### src/rtl/axis_packet_accumulator.sv
// AXI-Stream packet accumulator: sums strobe-masked beats per tlast-delimited packet,
// counts beats and presents each result on a valid/ready port while stalling the stream.
module axis_packet_accumulator #(
    parameter int DATA_SIZE = 32,
    parameter int SUM_SIZE  = 40,
    parameter int MAX_WORDS = 16,
    parameter int CNT_SIZE  = $clog2(MAX_WORDS + 1)
) (
    input  logic                   s00_axis_aclk,
    input  logic                   s00_axis_areset,
    input  logic                   s00_axis_enable,
    input  logic [DATA_SIZE-1:0]   s00_axis_tdata,
    input  logic [DATA_SIZE/8-1:0] s00_axis_tstrb,
    input  logic                   s00_axis_tvalid,
    input  logic                   s00_axis_tlast,
    output logic                   s00_axis_tready,
    output logic [SUM_SIZE-1:0]    res_sum,
    output logic [CNT_SIZE-1:0]    res_count,
    output logic                   res_overflow,
    output logic                   res_truncated,
    output logic                   res_valid,
    input  logic                   res_ready,
    output logic [15:0]            pkt_total
);

    localparam int STRB_SIZE = DATA_SIZE / 8;

    typedef enum logic [1:0] {StIdle, StAccum, StHold} state_t;

    state_t               state_q, state_d;
    logic [SUM_SIZE-1:0]  acc_q, acc_d;
    logic [CNT_SIZE-1:0]  cnt_q, cnt_d;
    logic                 ovf_q, ovf_d;
    logic                 res_valid_q, res_valid_d;
    logic [15:0]          pkt_total_q, pkt_total_d;
    logic [SUM_SIZE-1:0]  res_sum_q;
    logic [CNT_SIZE-1:0]  res_count_q;
    logic                 res_overflow_q;
    logic                 res_truncated_q;

    logic [DATA_SIZE-1:0] masked;
    logic [SUM_SIZE-1:0]  acc_base;
    logic [CNT_SIZE-1:0]  cnt_base;
    logic                 ovf_base;
    logic [SUM_SIZE:0]    sum_full;
    logic [CNT_SIZE-1:0]  cnt_next;
    logic                 ovf_next;
    logic                 accept;
    logic                 close;
    logic                 res_load;

    // Reset term keeps tready low while reset is held, so every output reads 0.
    assign s00_axis_tready = s00_axis_enable && (state_q != StHold) && !s00_axis_areset;
    assign accept          = s00_axis_tvalid && s00_axis_tready;

    always_comb begin
        masked = '0;
        for (int i = 0; i < STRB_SIZE; i++) begin
            if (s00_axis_tstrb[i]) begin
                masked[8*i +: 8] = s00_axis_tdata[8*i +: 8];
            end
        end
    end

    // First beat of a packet loads from zero rather than from the held registers.
    always_comb begin
        if (state_q == StIdle) begin
            acc_base = '0;
            cnt_base = '0;
            ovf_base = 1'b0;
        end else begin
            acc_base = acc_q;
            cnt_base = cnt_q;
            ovf_base = ovf_q;
        end
        sum_full = {1'b0, acc_base} + {1'b0, SUM_SIZE'(masked)};
        cnt_next = cnt_base + CNT_SIZE'(1);
        ovf_next = ovf_base | sum_full[SUM_SIZE];
        close    = s00_axis_tlast || (cnt_next == CNT_SIZE'(MAX_WORDS));
    end

    always_comb begin
        state_d     = state_q;
        acc_d       = acc_q;
        cnt_d       = cnt_q;
        ovf_d       = ovf_q;
        res_valid_d = res_valid_q;
        pkt_total_d = pkt_total_q;
        res_load    = 1'b0;
        unique case (state_q)
            StIdle, StAccum: begin
                if (accept) begin
                    if (close) begin
                        state_d     = StHold;
                        acc_d       = '0;
                        cnt_d       = '0;
                        ovf_d       = 1'b0;
                        res_valid_d = 1'b1;
                        pkt_total_d = pkt_total_q + 16'd1;
                        res_load    = 1'b1;
                    end else begin
                        state_d = StAccum;
                        acc_d   = sum_full[SUM_SIZE-1:0];
                        cnt_d   = cnt_next;
                        ovf_d   = ovf_next;
                    end
                end
            end
            StHold: begin
                if (res_valid_q && res_ready) begin
                    res_valid_d = 1'b0;
                    state_d     = StIdle;
                end
            end
            default: state_d = StIdle;
        endcase
    end

    always_ff @(posedge s00_axis_aclk or posedge s00_axis_areset) begin
        if (s00_axis_areset) begin
            state_q     <= StIdle;
            acc_q       <= '0;
            cnt_q       <= '0;
            ovf_q       <= 1'b0;
            res_valid_q <= 1'b0;
            pkt_total_q <= '0;
        end else begin
            state_q     <= state_d;
            acc_q       <= acc_d;
            cnt_q       <= cnt_d;
            ovf_q       <= ovf_d;
            res_valid_q <= res_valid_d;
            pkt_total_q <= pkt_total_d;
        end
    end

    // Result data holds its last value after the handshake; only a close reloads it.
    always_ff @(posedge s00_axis_aclk or posedge s00_axis_areset) begin
        if (s00_axis_areset) begin
            res_sum_q       <= '0;
            res_count_q     <= '0;
            res_overflow_q  <= 1'b0;
            res_truncated_q <= 1'b0;
        end else if (res_load) begin
            res_sum_q       <= sum_full[SUM_SIZE-1:0];
            res_count_q     <= cnt_next;
            res_overflow_q  <= ovf_next;
            res_truncated_q <= !s00_axis_tlast;
        end
    end

    assign res_sum       = res_sum_q;
    assign res_count     = res_count_q;
    assign res_overflow  = res_overflow_q;
    assign res_truncated = res_truncated_q;
    assign res_valid     = res_valid_q;
    assign pkt_total     = pkt_total_q;

endmodule

### config.mk
export PLATFORM = sky130hd
export DESIGN_NAME = axis_packet_accumulator
export DESIGN_NICKNAME = d
export VERILOG_FILES = /design/src/rtl/axis_packet_accumulator.sv
export SDC_FILE = /design/constraint.sdc
export NUM_CORES = 1
export LEC_CHECK = 0
export CAP_MARGIN = 20
export CORE_MARGIN = 2
export CORE_UTILIZATION = 55
export CTS_CLUSTER_DIAMETER = 50
export DETAILED_ROUTE_END_ITERATION = 7
export MAX_ROUTING_LAYER = met4
export PLACE_DENSITY = 0.81
export SLEW_MARGIN = 20
export SYNTH_ARGS = -nofsm -noshare
export SYNTH_HDL_FRONTEND = slang
export SYNTH_SLANG_ARGS = --single-unit
### constraint.sdc
create_clock -name s00_axis_aclk -period 5.5 [get_ports s00_axis_aclk]
set_input_delay 1.65 -clock s00_axis_aclk [delete_from_list [all_inputs] [get_ports s00_axis_aclk]]
set_output_delay 1.65 -clock s00_axis_aclk [all_outputs]
set_load 0.02 [all_outputs]
==> results of run 1 <==
[placed cells by master, fill, tap and decap left out, types with 20 or more instances in the layout]
master and count:
and2_1 69, ha_1 34, xnor2_1 36, dfrtp_1 112, nor2_1 25, o21ai_0 46, nand3_1 28, a21oi_1 38
xor2_1 20, nand2_1 143, a21o_1 21, clkdlybuf4s50_1 106
[worst reg2reg max path: cells and delay by family, from the launching register on]
| kind | cells | cell delay, ns |
|---|---|---|
| simple gates | 2 | 0.95 |
| fa+ha+maj | 2 | 0.63 |
| flops | 1 | 0.43 |
| xor+xnor | 1 | 0.24 |
| compound gates | 8 | 1.84 |
[routing by layer]
layer  track usage  vias to the layer above  part of all wire
li1              -                     2856                 -
met1         0.344                     2845              0.45
met2         0.434                      169              0.48
met3        0.0550                       24             0.056
met4        0.0706                        0             0.015
met5             -                        -                 0
[metrics by stage]
| stage | worst slack, ns | instances | utilization |
|---|---|---|---|
| 4_1_cts | 0.643 | 1030 | 0.672 |
| 2_1_floorplan | 0.448 | 762 | - |
| 3_5_place_dp | 0.262 | 1014 | 0.648 |
| 5_1_grt | 0.415 | 1030 | 0.672 |
| 6_report | 0.642 | 1030 | 0.672 |
| 3_3_place_gp | 0.393 | 1014 | 0.648 |
[final cells by class]
class / instances / area, sq um / area share
Multi-Input combinational cell: 605 / 3930 / 0.468
Sequential cell: 112 / 2800 / 0.333
Timing Repair Buffer: 114 / 1120 / 0.133
Clock buffer: 10 / 239 / 0.0284
Tap cell: 172 / 215 / 0.0256
Clock inverter: 6 / 51.3 / 0.00610
Inverter: 11 / 45.0 / 0.00536
[kinds of logic (layout without fill, tap and decap cells)]
logic type | after synthesis | after routing | synth area share
AO/OA/AOI/OAI | 186 | 186 | 0.193
XOR/XNOR | 56 | 56 | 0.0703
adder cells (fa/ha/maj) | 35 | 35 | 0.0638
buffers and inverters | 45 | 141 | 0.0357
flip-flops | 112 | 112 | 0.402
multiplexers | 8 | 8 | 0.0125
AND/OR/NAND/NOR | 320 | 320 | 0.223
[flip-flops by register name (all words and copies together), names as in the netlist]
register and flops:
acc_q 40, cnt_q 5, ovf_q 1, pkt_total 16
res_count 5, res_overflow 1, res_sum 40, res_truncated 1
res_valid 1, state_q 2
[final timing paths]
| check | start | end | slack (ns) |
|---|---|---|---|
| max in group asynchronous | s00_axis_areset | res_sum[17] | 2.37 |
| min reg2reg | acc_q[3] | acc_q[3] | 0.47 |
| max | s00_axis_tstrb[0] | acc_q[28] | 0.64 |
| min | acc_q[3] | acc_q[3] | 0.47 |
| min in group asynchronous | s00_axis_areset | res_valid | 1.85 |
| max reg2reg | state_q[1] | acc_q[28] | 1.26 |
[where the power goes]
| group | internal (mW) | total (mW) | switching (mW) | leakage, nW |
|---|---|---|---|---|
| logic | 0.368 | 0.830 | 0.462 | 2.27 |
| registers | 0.973 | 1.07 | 0.0989 | 1.50 |
| clock network | 0.326 | 0.643 | 0.317 | 0.140 |
| total | 1.67 | 2.54 | 0.878 | 3.91 |
==> results.cfg, run 1 <==
[status]
status = complete, no violations

[synth]
syn_nets = 839
seq_area_frac_synth = 0.402
yosys_warnings = 0
synth.area.top_cells = dfrtp_1, nand2_1, and2_1
synth_common_cells = nand2_1, dfrtp_1, and2_1
synthFlopType = dfrtp_1
synth_edf_count = 0
synth_seq_cells = 112
yosys.area.top_type = dfrtp_1
synth.most_common_cell = nand2_1
synth_cells = 762
avgSynthCellArea_sq_um = 9.16
syn_area_sq_um = 6980
ys_async_sr_fraction = 1.00
ys_types = 72
synth_top_area_share = 0.402

[sta]
fmax_ghz = 0.206
period_share = 0.883
worst_pin_slew_ns = 0.898
tns_ns = 0
hold_viol = 0
final-max-slew-violation-count = 0
holdWs_ns = 0.466
min_period_ns = 4.86
slew_headroom = 0.401
finClkSkew_ns = 0.00801
setup_violations = 0
grt_setup_unrepaired = false

[global_route]
grt.overflow.total = 0
track_usage = 0.267
grt_pass1_wl_mm = 28.0
antenna_found_initial = 0
grt_pass1_vias = 5884
grt_start_max_net_pins = 73

[floorplanning]
start_util = 0.558
fp.dieW_um = 117
coreArea_sq_um = 12500
die_area_sq_um = 13600
row_count = 41
io_pins = 107
die_h_um = 117

[route]
drcViolationCount = 0
drt-initial-drc-count = 455
firstDrtPassIters = 5
vias_per_cell = 5.72
postRouteAntennaNets = 0
vias = 5894
wl_per_cell_um = 16.2
drt_wl_total_mm = 16.7

[final_layout]
stdcell_area_sq_um = 8410
diodes = 0
n_fill_cell = 1035
syn_to_final_growth_pct = 20.5
drive_gt1_frac = 0.0723
fin_nets = 930

[worst_setup_path]
cp.required_ns = 5.72
critical-path-top-delay-family = compound AO/OA/AOI/OAI gates
cp_num_cells = 13
rr_worst_depth = 13
path_cells = clkdlybuf4s50_1 > and2_1 > ha_1 > fa_1 > a211oi_2 > o211ai_2 > a41oi_4 > o211ai_1 > a41o_1 > a221o_1 > a31oi_1 > xor2_1 > o21ai_1
slowest_delay_ns = 0.50
cp-start-kind = input pin
cp-end-kind = flop
critPathBufInv = 1
cp.arrival_ns = 5.08
cp_max_fo = 8
cpMaxStageDelayCell = clkdlybuf4s50_1
criticalPathCategory = input pin to flop

[power_and_ir_drop]
p_leak_nw = 3.91
cellPowerDensity_nw_per_um2 = 303
p_total_mw = 2.54
ir_drop_mv = 0.168

[clock_network]
htreeDepth = 3
cts_made_buffers = 9
clk_pin_slew_worst_paths_ns = 0.07
cts_setup_buffers = 0
numClockSinks = 112
clockRootBuffer = clkbuf_16
clk_latency_ns = 0.36
cts_tree = done
post_cts_resize_count = 0
cts_buffer_depth = 2
postCtsHoldBufs = 0

[placed_design]
dp_hpwl_mm = 12.1
place_congestion = 0.929
portBuffers = 106
place_area_sq_um = 8120

[job]
cap_violations = 0

[min_path]
hold-path-cell-count = 2
hold_class = flop to flop
Power figures use the tool's default switching activity.
==> run 2: changes to the inputs <==
HOLD_SLACK_MARGIN = 0.05   (was unset)
==> results of run 2 <==
Final layout, timing and power as in run 1 (identical DEF).
==> run 3: changes to the inputs <==
CORE_ASPECT_RATIO = 0.8   (was unset)
==> results.cfg, run 3 (synthesized netlist as in run 1, its figures left out) <==
[clock_network]
clockRootBuffer = clkbuf_16
cts_buffer_depth = 2
clk_latency_ns = 0.37
cts_setup_buffers = 0
cts_made_buffers = 9
postCtsHoldBufs = 0
numClockSinks = 112
htreeDepth = 3
clk_pin_slew_worst_paths_ns = 0.08
cts_tree = done
post_cts_resize_count = 0

[placed_design]
portBuffers = 106
dp_hpwl_mm = 12.5
place_congestion = 0.925
place_ws_ns = 0.328

[sta]
worst_pin_slew_ns = 0.861
hold_viol = 0
slew_headroom = 0.426
tns_ns = 0
setup_violations = 0
fmax_ghz = 0.207
min_period_ns = 4.82
period_share = 0.877
holdWs_ns = 0.475
final-max-slew-violation-count = 0
finClkSkew_ns = 0.0105
grt_setup_unrepaired = false
layout_setup_ws_ns = 0.678

[route]
wl_per_cell_um = 17.0
drt_wl_total_mm = 17.5
drt-initial-drc-count = 506
dr.max_layer_used = met4
postRouteAntennaNets = 0
wl_met2_mm = 8.20
vias_per_cell = 5.81
drcViolationCount = 0
wl_met3_mm = 1.01
m1WireLength_mm = 8.00
firstDrtPassIters = 6
vias = 5982

[power_and_ir_drop]
p_leak_nw = 3.95
p_int_mw = 1.84
ir_drop_mv = 0.257
pwr-share-seq = 0.395
power_switching_share = 0.325
cellPowerDensity_nw_per_um2 = 321
p_switching_mw = 0.886
clkPwrFrac = 0.298
p_total_mw = 2.72
pwr-share-comb = 0.307

[status]
status = complete, no violations

[floorplanning]
io_pins = 107
start_util = 0.568
die_h_um = 105
coreArea_sq_um = 12300
fp.dieW_um = 130
row_count = 36
die_area_sq_um = 13600

[worst_setup_path]
criticalPathCategory = input pin to flop
cp-end-kind = flop
path_cells = clkdlybuf4s50_1 > and2_1 > ha_1 > fa_1 > a211oi_2 > o211ai_2 > a41oi_4 > o211ai_1 > a41o_1 > a221o_1 > a31oi_1 > xor2_1 > o21ai_1
cp.arrival_ns = 5.06
slowest_delay_ns = 0.50
cpMaxStageDelayCell = clkdlybuf4s50_1
cp_max_fo = 8
cp-start-kind = input pin
cp.required_ns = 5.74

[final_layout]
n_fill_cell = 955
fin_util = 0.690
fin_nets = 930
diodes = 0
drive_gt1_frac = 0.0711
most-common-layout-cells = nand2_1, dfrtp_1, clkdlybuf4s50_1
syn_to_final_growth_pct = 21.6
final_common_cell = nand2_1

[global_route]
track_usage = 0.277
grt_pass1_vias = 6062
grt_start_max_net_pins = 64
grt.overflow.total = 0
grt_pass1_wl_mm = 29.5
antenna_found_initial = 0

[job]
cap_violations = 0

[min_path]
hold_class = flop to flop
run 3: stage by stage:
step | cell area (sq um) | cells
after global placement | 8120 | 1013
after floorplan | 6980 | 762
after CTS | 8480 | 1029
after global routing | 8480 | 1029
final | 8480 | 1029
after detailed placement | 8120 | 1013
run 3: worst paths after layout:
path,startpoint,end,slack (ns),cells past startpoint
max in group asynchronous,s00_axis_areset,res_sum[18],2.38,4
min in group asynchronous,s00_axis_areset,res_count[1],1.88,3
max,s00_axis_tstrb[0],res_sum[28],0.68,13
max reg2reg,state_q[1],res_sum[28],1.30,13
min,res_count[1],res_count[1],0.48,2
min reg2reg,res_count[1],res_count[1],0.48,2
run 3: worst max-delay path, delay by kind of cell:
kind            cells  cell delay [ns]
compound gates      8             1.83
fa+ha+maj           2             0.66
buf+inv             1             0.50
xor+xnor            1             0.23
simple gates        1             0.21
run 3: per-layer routing:
| metal | vias to the layer above | GRT usage |
|---|---|---|
| met5 | - | - |
| met4 | 0 | 0.0722 |
| met3 | 36 | 0.0573 |
| met2 | 207 | 0.431 |
| met1 | 2897 | 0.370 |
| li1 | 2842 | - |
run 3: layout make-up:
cell class	instances	area (sq um)	area share
Multi-Input combinational cell	605	3930	0.464
Sequential cell	112	2800	0.330
Timing Repair Buffer	114	1120	0.132
Clock buffer	10	229	0.0270
Tap cell	171	214	0.0252
Clock inverter	6	140	0.0165
Inverter	11	45.0	0.00531
run 3: power groups by stage:
| stage | Combinational (mW) | Clock (mW) | Sequential, mW |
|---|---|---|---|
| CTS | 0.837 | 0.827 | 1.08 |
| global route | 0.910 | 0.855 | 1.10 |
| finish | 0.836 | 0.811 | 1.08 |
| global placement | 0.811 | 0 | 1.08 |
| detailed placement | 0.829 | 0 | 1.09 |
| floorplan | 0.392 | 0 | 1.19 |
